===== src/rtl/seg7_pkg.sv =====
// seg7_pkg: shared seven-segment codes and FSM state type for signed_bcd_display
// Codes are {a,b,c,d,e,f,g}, a at the MSB, active-low (0 = segment lit).
package seg7_pkg;
    localparam logic [6:0] SEG_BLANK = 7'b1111111;
    localparam logic [6:0] SEG_MINUS = 7'b1111110;
    localparam logic [6:0] SEG_CODE [10] = '{
        7'b0000001, 7'b1001111, 7'b0010010, 7'b0000110, 7'b1001100,
        7'b0100100, 7'b0100000, 7'b0001111, 7'b0000000, 7'b0000100
    };
    typedef enum logic [1:0] {IDLE, CONV, UPD} state_t;
endpackage


===== src/rtl/seg7_encode.sv =====
// seg7_encode: one BCD digit to an active-low seven-segment code
// Ports: bcd (4-bit digit), blank (force all segments off), seg (7-bit {a..g}).
// Non-decimal nibbles render blank rather than garbage.
module seg7_encode
    import seg7_pkg::*;
(
    input  logic [3:0] bcd,
    input  logic       blank,
    output logic [6:0] seg
);
    assign seg = (blank || bcd > 4'd9) ? SEG_BLANK : SEG_CODE[bcd];
endmodule


===== src/rtl/signed_bcd_display.sv =====
// signed_bcd_display: signed binary to multi-digit seven-segment driver via serial double-dabble
// Ports: clk, rst_n (async, active-low), start/value (conversion request),
//        busy (conversion running), done (one-cycle pulse as new outputs land),
//        seg_digits (DIGITS active-low digits, digit k at [7k+6:7k]), seg_sign (minus or blank).
module signed_bcd_display
    import seg7_pkg::*;
#(
    parameter int WIDTH    = 8,
    parameter int DIGITS   = 3,
    parameter int BLANK_LZ = 1
) (
    input  logic                  clk,
    input  logic                  rst_n,
    input  logic                  start,
    input  logic [WIDTH-1:0]      value,
    output logic                  busy,
    output logic                  done,
    output logic [7*DIGITS-1:0]   seg_digits,
    output logic [6:0]            seg_sign
);
    localparam int CW = $clog2(WIDTH + 1);
    localparam int BW = 4 * DIGITS;

    // The digit count must hold the largest magnitude, 2^(WIDTH-1).
    if (WIDTH < 2 || WIDTH > 16 || (64'd10 ** DIGITS) <= (64'd1 << (WIDTH - 1))) begin : g_bad_params
        $error("signed_bcd_display: illegal WIDTH/DIGITS combination");
    end

    state_t               state, state_nx;
    logic                 sign;
    logic [WIDTH-1:0]     mag, mag_nx;
    logic [BW-1:0]        bcd, adj, bcd_nx;
    logic [CW-1:0]        cnt;
    logic [7*DIGITS-1:0]  enc;
    logic [DIGITS:1]      lz;

    always_ff @(posedge clk or negedge rst_n)
        if (!rst_n) state <= IDLE;
        else        state <= state_nx;

    always_comb begin
        state_nx = state;
        if (state == IDLE && start)               state_nx = CONV;
        else if (state == CONV && cnt == CW'(1))  state_nx = UPD;
        else if (state == UPD)                    state_nx = IDLE;
    end

    assign busy = state != IDLE;

    // Double-dabble step: correct every nibble that would overflow past 9 once doubled, then shift.
    always_comb begin
        adj = bcd;
        for (int i = 0; i < DIGITS; i++)
            if (bcd[4*i+:4] > 4'd4) adj[4*i+:4] = bcd[4*i+:4] + 4'd3;
        {bcd_nx, mag_nx} = {adj[BW-2:0], mag, 1'b0};
    end

    // The negate is WIDTH bits unsigned, so the most negative input maps to 2^(WIDTH-1) exactly.
    always_ff @(posedge clk or negedge rst_n)
        if (!rst_n) begin
            sign       <= 1'b0;
            mag        <= '0;
            bcd        <= '0;
            cnt        <= '0;
            done       <= 1'b0;
            seg_digits <= '1;
            seg_sign   <= SEG_BLANK;
        end else begin
            done <= state == UPD;
            if (state == IDLE && start) begin
                sign <= value[WIDTH-1];
                mag  <= value[WIDTH-1] ? -value : value;
                bcd  <= '0;
                cnt  <= CW'(WIDTH);
            end else if (state == CONV) begin
                bcd <= bcd_nx;
                mag <= mag_nx;
                cnt <= cnt - 1'b1;
            end
            if (state == UPD) begin
                seg_digits <= enc;
                seg_sign   <= sign ? SEG_MINUS : SEG_BLANK;
            end
        end

    // lz[k]: digits k..DIGITS-1 are all zero, so digit k is a leading zero.
    assign lz[DIGITS] = 1'b1;
    for (genvar k = 0; k < DIGITS; k++) begin : g_dig
        if (k == 0) begin : g_lsd
            seg7_encode u_enc (.bcd(bcd[3:0]), .blank(1'b0), .seg(enc[6:0]));
        end else begin : g_msd
            assign lz[k] = lz[k+1] && bcd[4*k+:4] == 4'd0;
            seg7_encode u_enc (.bcd(bcd[4*k+:4]), .blank(BLANK_LZ != 0 && lz[k]), .seg(enc[7*k+:7]));
        end
    end
endmodule


===== config.mk =====
export PLATFORM = sky130hd
export DESIGN_NAME = signed_bcd_display
export DESIGN_NICKNAME = d
export VERILOG_FILES = /design/src/rtl/seg7_pkg.sv /design/src/rtl/seg7_encode.sv /design/src/rtl/signed_bcd_display.sv
export SDC_FILE = /design/constraint.sdc
export NUM_CORES = 1
export LEC_CHECK = 0
export ABC_AREA = 1
export CAP_MARGIN = 5
export CORE_MARGIN = 2
export CORE_UTILIZATION = 25
export DETAILED_ROUTE_END_ITERATION = 16
export PLACE_DENSITY = 0.44
export SLEW_MARGIN = 20
export SYNTH_ARGS = -nofsm -noshare
export SYNTH_HDL_FRONTEND = slang
export SYNTH_SLANG_ARGS = --single-unit
export TNS_END_PERCENT = 30

===== constraint.sdc =====
create_clock -name clk -period 1.7 [get_ports clk]
set_input_delay 0.34 -clock clk [delete_from_list [all_inputs] [get_ports clk]]
set_output_delay 0.34 -clock clk [all_outputs]
set_load 0.01 [all_outputs]

==> run metrics, run 1 <==
gpl congestion=0.803; WS Path Type=flop to primary output; met1 WL=3.20 mm; Final setup viols=0; Routed WL per cell=11.8 µm; crit path launch=state[0]; RSZ-0062 raised after global routing=false; met2 wire len=2.81 mm; worst clock skew=0.00555 ns; hold_ws=0.0634 ns; Post-synth ARST share=100%; Layout area overhead=26.2%; # DRC=0; setup TNS=0 ns; placed inst area=0.00341 mm²; CTS clock-pin slew for the worst setup and hold paths=0.07 ns; outcome=finished, final reports clean; io pins=41; switching portion of total power=41.6%; internal cell power=4.16 mW; Final ANT Viol Nets=0; Vias=2348; reg-to-reg endpoint=seg_digits[8]; worst reg2reg path startpoint=bcd[5]; Hold Buf Count CTS=0; clk_lat worst skew=0.29 ns; # fillers=1197; DR top layer=met4; clock share of power=15.1%; Max VDD drop=0.000661 V; vias in the first global route=2275; layout cells sized above 1=17.7%; core footprint=0.0113 mm²; Gate power share=51.9%; CP Capture Point=busy; final worst-path cycle share=88.6%; Critical Path RT=1.36 ns; Antenna Cells=0; first-pass GRT wire length=10.9 mm; CP endpoint kind=primary output; Psw=2.97 mW; H-tree Lvls=2; Yosys reg bits=50; worst hold path class=input port to async pin; leakage power=1.77 nW; Total Routing Usage GR=10.7%; Post-Synthesis Cells=347; grt ovf=0; CTS Sinks=50; synthesized area=0.00286 mm²; fin area=0.00361 mm²; vias per inst=4.36; Power Density=1970 mW/mm²; initial antenna violation count=0; fin nets=421; die height=111 µm; Max Slew Vio Count=0; Avg Inst Size Synth=8.25 µm²; Post-Route WL=6.34 mm; HPWL after DPL=4.74 mm; R2R setup slack=0.20 ns; Hold Vio Cnt, Final=0; Arrival @ worst endpoint=1.17 ns; DR iter-0 viols=116; sequential area share after synthesis=44.7%; die width=111 µm; CP Max Fanout=4; largest net degree at the start of global routing=30; Reg2Reg Depth=7; DR pass1 iterations=4; top_reg_cell synth=dfrtp_1; metal3 WL=258 µm; Port Buf Inserts=34; Post-synth EDFFs=0; highest clock rate=664 MHz; Max Cap Viol=0; TritonCTS clock tree=done; Yosys cell types=36; Starting Density=25.4%; Final min period=1.51 ns; die area=0.0123 mm²; Num CTS Buffers=5; num rows=39; CP Launch Type=flop; commonest cells after routing, fill and taps aside=nand2_1, nor2_1, inv_1, o21ai_0, dfrtp_1; CTS root buf=clkbuf_16; Clock Tree Buf Depth=2; most common cell after layout, fill and taps aside=nand2_1; Ys Warns=0; Power Total=7.12 mW; sequential share of power=33.0%
==> metal layers <==
layer / vias to the layer above / global-route usage (%)
li1: 1217 / -
met1: 1072 / 14.7
met2: 54 / 17.2
met3: 5 / 1.91
met4: 0 / 3.25
met5: - / 0
==> per-stage QoR <==
step / setup slack, ns / std cells / util, %
after CTS: 0.00202 / 538 / 31.6
after global routing: 0.0263 / 538 / 32.0
after detailed placement: 0.0427 / 529 / 30.3
final: 0.193 / 538 / 32.0
after global placement: 0.0545 / 529 / 30.3
after floorplan: 0.299 / 352 / -
==> cells in the mapped netlist, types with 2 or more instances <==
library cell  count  area [µm²]
nand2_1          70         263
nor2_1           39         146
inv_1            37         139
dfrtp_1          28         701
o21ai_0          28         140
dfstp_2          22         578
nand3_1          22         110
a21oi_1          17        85.1
ha_1             16         200
o21ai_1           7        35.0
buf_4             6        45.0
inv_2             6        22.5
buf_6             5        56.3
o22ai_1           5        31.3
o211ai_1          4        30.0
buf_2             3        15.0
nand3b_1          3        22.5
o22ai_2           3        37.5
or2_2             3        18.8
a21oi_2           2        17.5
nand3_2           2        20.0
nand4_1           2        12.5
nor2_4            2        22.5
o22a_1            2        17.5
xnor2_1           2        17.5
==> state kept, by name (all words and copies together) (netlist names) <==
signal / flops
seg_sign: 1
state: 2
bcd: 12
mag: 8
done: 1
sign: 1
seg_digits: 21
cnt: 4
==> worst max-delay path: stages, from the launching register on <==
cell and delay, ns:
dfrtp_1 0.40, inv_2 0.13, nand2_1 0.06, dlygate4sd2_1 0.28
==> kinds of logic (layout without fill, tap and decap cells) <==
group / Yosys count / after routing / share of synthesized area, %
other cells: 1 / 6 / 0.131
buf+inv: 58 / 101 / 9.88
xor+xnor: 2 / 2 / 0.612
fa+ha+maj: 16 / 16 / 7.00
simple gates: 145 / 145 / 21.9
compound gates: 75 / 75 / 15.8
flops: 50 / 50 / 44.7
==> area by class of cell <==
type / count / area (µm²) / area share, %
multi-input cells: 244 / 1330 / 36.8
flip-flops and latches: 50 / 1280 / 35.4
repair buffers: 50 / 504 / 14.0
well taps: 143 / 179 / 4.95
inverters: 43 / 161 / 4.47
clock buffers: 7 / 154 / 4.26
clock inverters: 1 / 6.26 / 0.173
==> how the worst min path moves through the flow <==
stage,startpoint,to,slack [ns],cells past startpoint
floorplan,rst_n,bcd[0],0.04,0
global placement,rst_n,seg_digits[14],0.37,1
detailed placement,rst_n,seg_digits[14],0.37,1
CTS,rst_n,seg_digits[14],0.06,1
global route,rst_n,seg_digits[14],0.06,1
finish,rst_n,done,0.06,2
==> what timing repair did <==
action	in CTS	in global routing
pin swaps	0	1
buffers inserted	1	0
endpoints found under the setup margin	9	26
resized for setup	9	18
==> power groups by stage <==
stage | Sequential (mW) | Clock, mW | Combinational, mW
2_1_floorplan | 2.47 | 0 | 2.39
3_3_place_gp | 2.39 | 0 | 3.78
3_5_place_dp | 2.40 | 0 | 3.79
4_1_cts | 2.37 | 1.12 | 3.76
5_1_grt | 2.45 | 1.18 | 4.20
6_report | 2.35 | 1.08 | 3.69
(Power assumes the default switching activity.)
==> run 2, diff against run 1 <==
Settings changed: CAP_MARGIN 5 to default, CORE_MARGIN 2 to default.
==> run 2 against run 1 <==
  * Worst hold slack got worse by 0.019 ns
  * Via count increased by 1.6%
  * Clock skew decreased by 0.0014 ns
  * Combinational power increased by 2%
==> run metrics, run 2 (synthesis results as in run 1) <==
outcome=finished, final reports clean (unchanged); Final setup viols=0 (unchanged); die height=109 µm (was 111 µm); HPWL after DPL=4.63 mm (was 4.74 mm); core footprint=0.0110 mm² (was 0.0113 mm²); CTS root buf=clkbuf_16 (unchanged); worst reg2reg path startpoint=bcd[9] (was bcd[5]); Critical Path RT=1.91 ns (was 1.36 ns); post-layout util=32.8% (was 32.0%); gpl congestion=0.786 (was 0.803); # fillers=1164 (was 1197); Antenna Cells=0 (unchanged); initial antenna violation count=0 (unchanged); final worst-path cycle share=91.3% (was 88.6%); fin nets=424 (was 421); worst clock skew=0.00419 ns (was 0.00555 ns); CTS clock-pin slew for the worst setup and hold paths=0.07 ns (about the same); Layout area overhead=25.8% (was 26.2%); CP Launch Type=flop (unchanged); clk_lat worst skew=0.29 ns (about the same); largest net degree at the start of global routing=51 (was 30); Biggest register=seg_digits (unchanged); reg-to-reg endpoint=seg_digits[14] (was seg_digits[8]); Routed WL per cell=11.9 µm (was 11.8 µm); vias per inst=4.43 (was 4.36); Vias=2386 (was 2348); Max Slew Vio Count=0 (unchanged); CP Max Fanout=7 (was 4); most common cell after layout, fill and taps aside=nand2_1 (unchanged); RSZ-0062 raised after global routing=false (unchanged); H-tree Lvls=2 (unchanged); die width=109 µm (was 111 µm); layout cells sized above 1=17.3% (was 17.7%); Clock Tree Buf Depth=2 (unchanged); DR pass1 iterations=4 (unchanged); DR iter-0 viols=126 (was 116); commonest cells after routing, fill and taps aside=nand2_1, nor2_1, inv_1, o21ai_0, dfrtp_1 (unchanged); worst hold path class=input port to async pin (unchanged); leakage power=1.78 nW (was 1.77 nW); Post-Route WL=6.38 mm (was 6.34 mm); Total Routing Usage GR=11.9% (was 10.7%); # DRC=0 (unchanged); first-pass GRT wire length=11.1 mm (was 10.9 mm); R2R setup slack=0.15 ns (was 0.20 ns); Hold Vio Cnt, Final=0 (unchanged); die area=0.0119 mm² (was 0.0123 mm²); Final min period=1.55 ns (was 1.51 ns); num rows=38 (was 39); WS Path Type=flop to flop (was flop to primary output); vias in the first global route=2380 (was 2275); setup TNS=0 ns (unchanged); io pins=41 (unchanged); final worst slack=0.149 ns (was 0.193 ns); Power Total=7.09 mW (was 7.12 mW); Largest register FFs=21 (unchanged); CTS Sinks=50 (unchanged); Arrival @ worst endpoint=1.76 ns (was 1.17 ns); Final ANT Viol Nets=0 (unchanged); Power Density=1970 mW/mm² (about the same); Max VDD drop=0.000563 V (was 0.000661 V); grt ovf=0 (unchanged); Max Cap Viol=0 (unchanged); Regs by FF count=seg_digits (21), bcd (12), mag (8) (unchanged); TritonCTS clock tree=done (unchanged); highest clock rate=645 MHz (was 664 MHz); CP endpoint kind=flop (was primary output); Reg2Reg Depth=8 (was 7); Port Buf Inserts=34 (unchanged); Starting Density=26.1% (was 25.4%); Num CTS Buffers=5 (unchanged); pre-CTS setup slack=0.0333 ns (was 0.0427 ns)
[run 2: cell count changes in the layout (fill, tap and decap cells not counted), sizes merged]
cell    previous run  this run
clkbuf             7         6
clkinv             0         2
buf               17        20
inv               44        43
[run 2: worst max-delay path by stage]
| stage | start | to | slack, ns | cells after the start |
|---|---|---|---|---|
| global route | bcd[5] | seg_digits[9] | 0.004 | 7 |
| CTS | seg_digits[10] | seg_digits[10] | 0.00005 | 1 |
| finish | bcd[9] | seg_digits[14] | 0.15 | 8 |
| global placement | value[7] | mag[2] | 0.03 | 7 |
| detailed placement | value[7] | mag[2] | 0.03 | 7 |
| floorplan | bcd[8] | seg_digits[14] | 0.30 | 8 |
[run 2: area by class of cell]
class | instances | area, µm² | area share (%)
Clock buffer | 6 | 129 | 3.58
Multi-Input combinational cell | 244 | 1320 | 36.6
Sequential cell | 50 | 1280 | 35.5
Timing Repair Buffer | 53 | 527 | 14.6
Clock inverter | 2 | 10.0 | 0.278
Tap cell | 140 | 175 | 4.87
Inverter | 43 | 161 | 4.48
[run 2: per-layer routing]
metal	wire, µm	global-route usage, %	up-vias	part of all wire [%]
li1	-	-	1218	-
met1	3090	15.3	1104	48
met2	2930	19.5	52	46
met3	234	2.39	12	3.7
met4	128	4.54	0	2.0
met5	0	0	-	0
[run 2: worst max-delay path: stages, from the launching register on]
cell,delay (ns)
dfrtp_1,0.40
inv_1,0.08
ha_1,0.15
inv_1,0.06
nor2_1,0.18
nor2_1,0.09
a21oi_1,0.24
nor2_4,0.10
a21oi_1,0.16
[run 2: power breakdown]
group	internal [mW]	switching, mW	total (mW)
sequential	1.96	0.375	2.33
combinational	1.63	2.16	3.78
clock	0.542	0.436	0.978
[run 2: through the flow]
stage / instances / hold WS, ns / instance area, µm²
floorplan: 352 / 0.0444 / 2880
global placement: 528 / 0.357 / 3420
detailed placement: 528 / 0.358 / 3420
CTS: 538 / 0.0473 / 3560
global route: 538 / 0.0570 / 3600
finish: 538 / 0.0446 / 3600
[run 2: repair_timing]
item,4_1_cts,5_1_grt
resized for setup,9,14
pin swaps,0,0
hold buffers,0,0
endpoints found under the setup margin,9,14
setup buffers,2,0
==> run 3, diff against run 2 <==
Clock period 1.7 ns to 1.8 ns, I/O delays scaled along.
==> run 3 against run 2 <==
  * The run now ends with negative hold slack left
  * Sequential power decreased by 3%
  * Register-to-register slack better by 0.06 ns
  * Sequential cell count stayed put
  * Clock power fell by 0.4%
  * Largest power group unchanged
==> run metrics, run 3 (synthesis results as in run 1) <==
fin area=0.00352 mm² (was 0.00360 mm²); first-pass GRT wire length=11.2 mm (was 11.1 mm); io pins=41 (unchanged); die width=109 µm (unchanged); Post-Route WL=6.36 mm (was 6.38 mm); Biggest register=seg_digits (unchanged); Crit path max-delay family=flip-flops (unchanged); worst clock skew=0.00666 ns (was 0.00419 ns); Hold Vio Cnt, Final=1 (was 0); core footprint=0.0110 mm² (unchanged); critical path's largest stage delay=0.54 ns (was 0.40 ns); die height=109 µm (unchanged); leakage power=1.62 nW (was 1.78 nW); violated checks=negative hold slack; final worst-path cycle share=95.3%; CP Launch Type=flop (unchanged); Antenna Cells=0 (unchanged); fin nets=415 (was 424); highest clock rate=583 MHz; TritonCTS clock tree=done (unchanged); num rows=38 (unchanged); area of the multi-input gates=0.00132 mm² (about the same); Port Buf Inserts=34 (unchanged); CP Max Fanout=2 (was 7); vias per inst=4.43 (about the same); outcome=finished with violations (was finished, final reports clean); Final ANT Viol Nets=0 (unchanged); largest net degree at the start of global routing=36 (was 51); gpl congestion=0.769 (was 0.786); CP endpoint kind=primary output (was flop); # fillers=1189 (was 1164); layout cells sized above 1=15.9% (was 17.3%); DR pass1 iterations=4 (unchanged); Regs by FF count=seg_digits (21), bcd (12), mag (8) (unchanged); Register Area=0.00128 mm² (unchanged); Layout area overhead=23.2% (was 25.8%); H-tree Lvls=2 (unchanged); initial antenna violation count=0 (unchanged); WP buf/inv=1 (was 2); commonest cells after routing, fill and taps aside=nand2_1, nor2_1, inv_1, clkdlybuf4s50_1 (was nand2_1, nor2_1, inv_1, o21ai_0, dfrtp_1); HPWL after DPL=4.65 mm (was 4.63 mm); Arrival @ worst endpoint=1.36 ns (was 1.76 ns); post-layout util=32.1% (was 32.8%); Max Slew Vio Count=0 (unchanged); CTS root buf=clkbuf_16 (unchanged); placed inst area=0.00337 mm² (was 0.00342 mm²); die area=0.0119 mm² (unchanged); Final min period=1.72 ns; # DRC=0 (unchanged); DR iter-0 viols=105 (was 126); hold_ws=-0.0000558 ns (was 0.0446 ns); Vias=2345 (was 2386); CP Cell Sequence=clkdlybuf4s50_1 (was inv_1, ha_1, inv_1, nor2_1, nor2_1, a21oi_1, nor2_4, a21oi_1); Total Routing Usage GR=12.0% (was 11.9%); setup TNS=0 ns (unchanged); most common cell after layout, fill and taps aside=nand2_1 (unchanged); CTS clock-pin slew for the worst setup and hold paths=0.07 ns (about the same); WS Path Type=flop to primary output (was flop to flop); Starting Density=26.1% (unchanged); RSZ-0062 raised after global routing=false (unchanged); Critical Path RT=1.44 ns (was 1.91 ns); Max Cap Viol=0 (unchanged); grt ovf=0 (unchanged); Power Density=1910 mW/mm² (was 1970 mW/mm²); clk_lat worst skew=0.29 ns (about the same); worst hold path class=input port to async pin (unchanged); Crit-path slowest cell=dfstp_2 (was dfrtp_1); Max VDD drop=0.000630 V (was 0.000563 V); CTS Sinks=50 (unchanged); Largest register FFs=21 (unchanged); Routed WL per cell=12.0 µm (was 11.9 µm); Clock Tree Buf Depth=2 (unchanged); vias in the first global route=2377 (was 2380); Num CTS Buffers=5 (unchanged); Final setup viols=0 (unchanged)
-- run 3: metal layers --
metal | up-vias | part of all wire [%] | GRT usage [%]
met1 | 1093 | 48 | 15.6
met4 | 0 | 0.88 | 2.90
li1 | 1208 | - | -
met3 | 4 | 3.1 | 2.15
met5 | - | 0 | 0
met2 | 40 | 48 | 20.6
-- run 3: power breakdown --
group	internal (mW)	total, mW	switching [mW]
Sequential	1.85	2.26	0.405
Clock	0.553	0.974	0.421
Combinational	1.55	3.51	1.96
-- run 3: path summary, 6_finish.rpt --
kind,depth (start not counted),slack (ns),start,to
max in group asynchronous,2,1.22,rst_n,seg_digits[2]
worst min register to register,1,0.46,sign,seg_sign[0]
worst max-delay path,1,0.08,seg_digits[1],seg_digits[1]
worst max register to register,8,0.21,bcd[8],seg_digits[17]
worst min-delay path,1,-0.00006,rst_n,done
min in group clk,1,0.46,sign,seg_sign[0]
-- run 3: per-stage QoR --
step,hold WS (ns),worst slack (ns),std cells,power (mW)
detailed placement,0.317,0.111,521,5.82
finish,-0.0000558,0.0849,529,6.74
global route,0.0218,0.0176,529,7.47
global placement,0.314,0.105,521,5.80
floorplan,0.0644,0.399,352,4.59
CTS,0.00785,0.00589,529,6.83
-- run 3: final cells by class --
class                           instances  area share [%]
Clock buffer                            7            4.05
Clock inverter                          1           0.142
Inverter                               43            4.58
Multi-Input combinational cell        244            37.6
Sequential cell                        50            36.3
Tap cell                              140            4.97
Timing Repair Buffer                   44            12.4
-- run 3: timing repair --
action	in CTS	in global routing
resized for setup	0	3
setup endpoints to repair	0	11
endpoints found under the hold margin	0	0
hold buffers	0	0
setup buffers	0	0
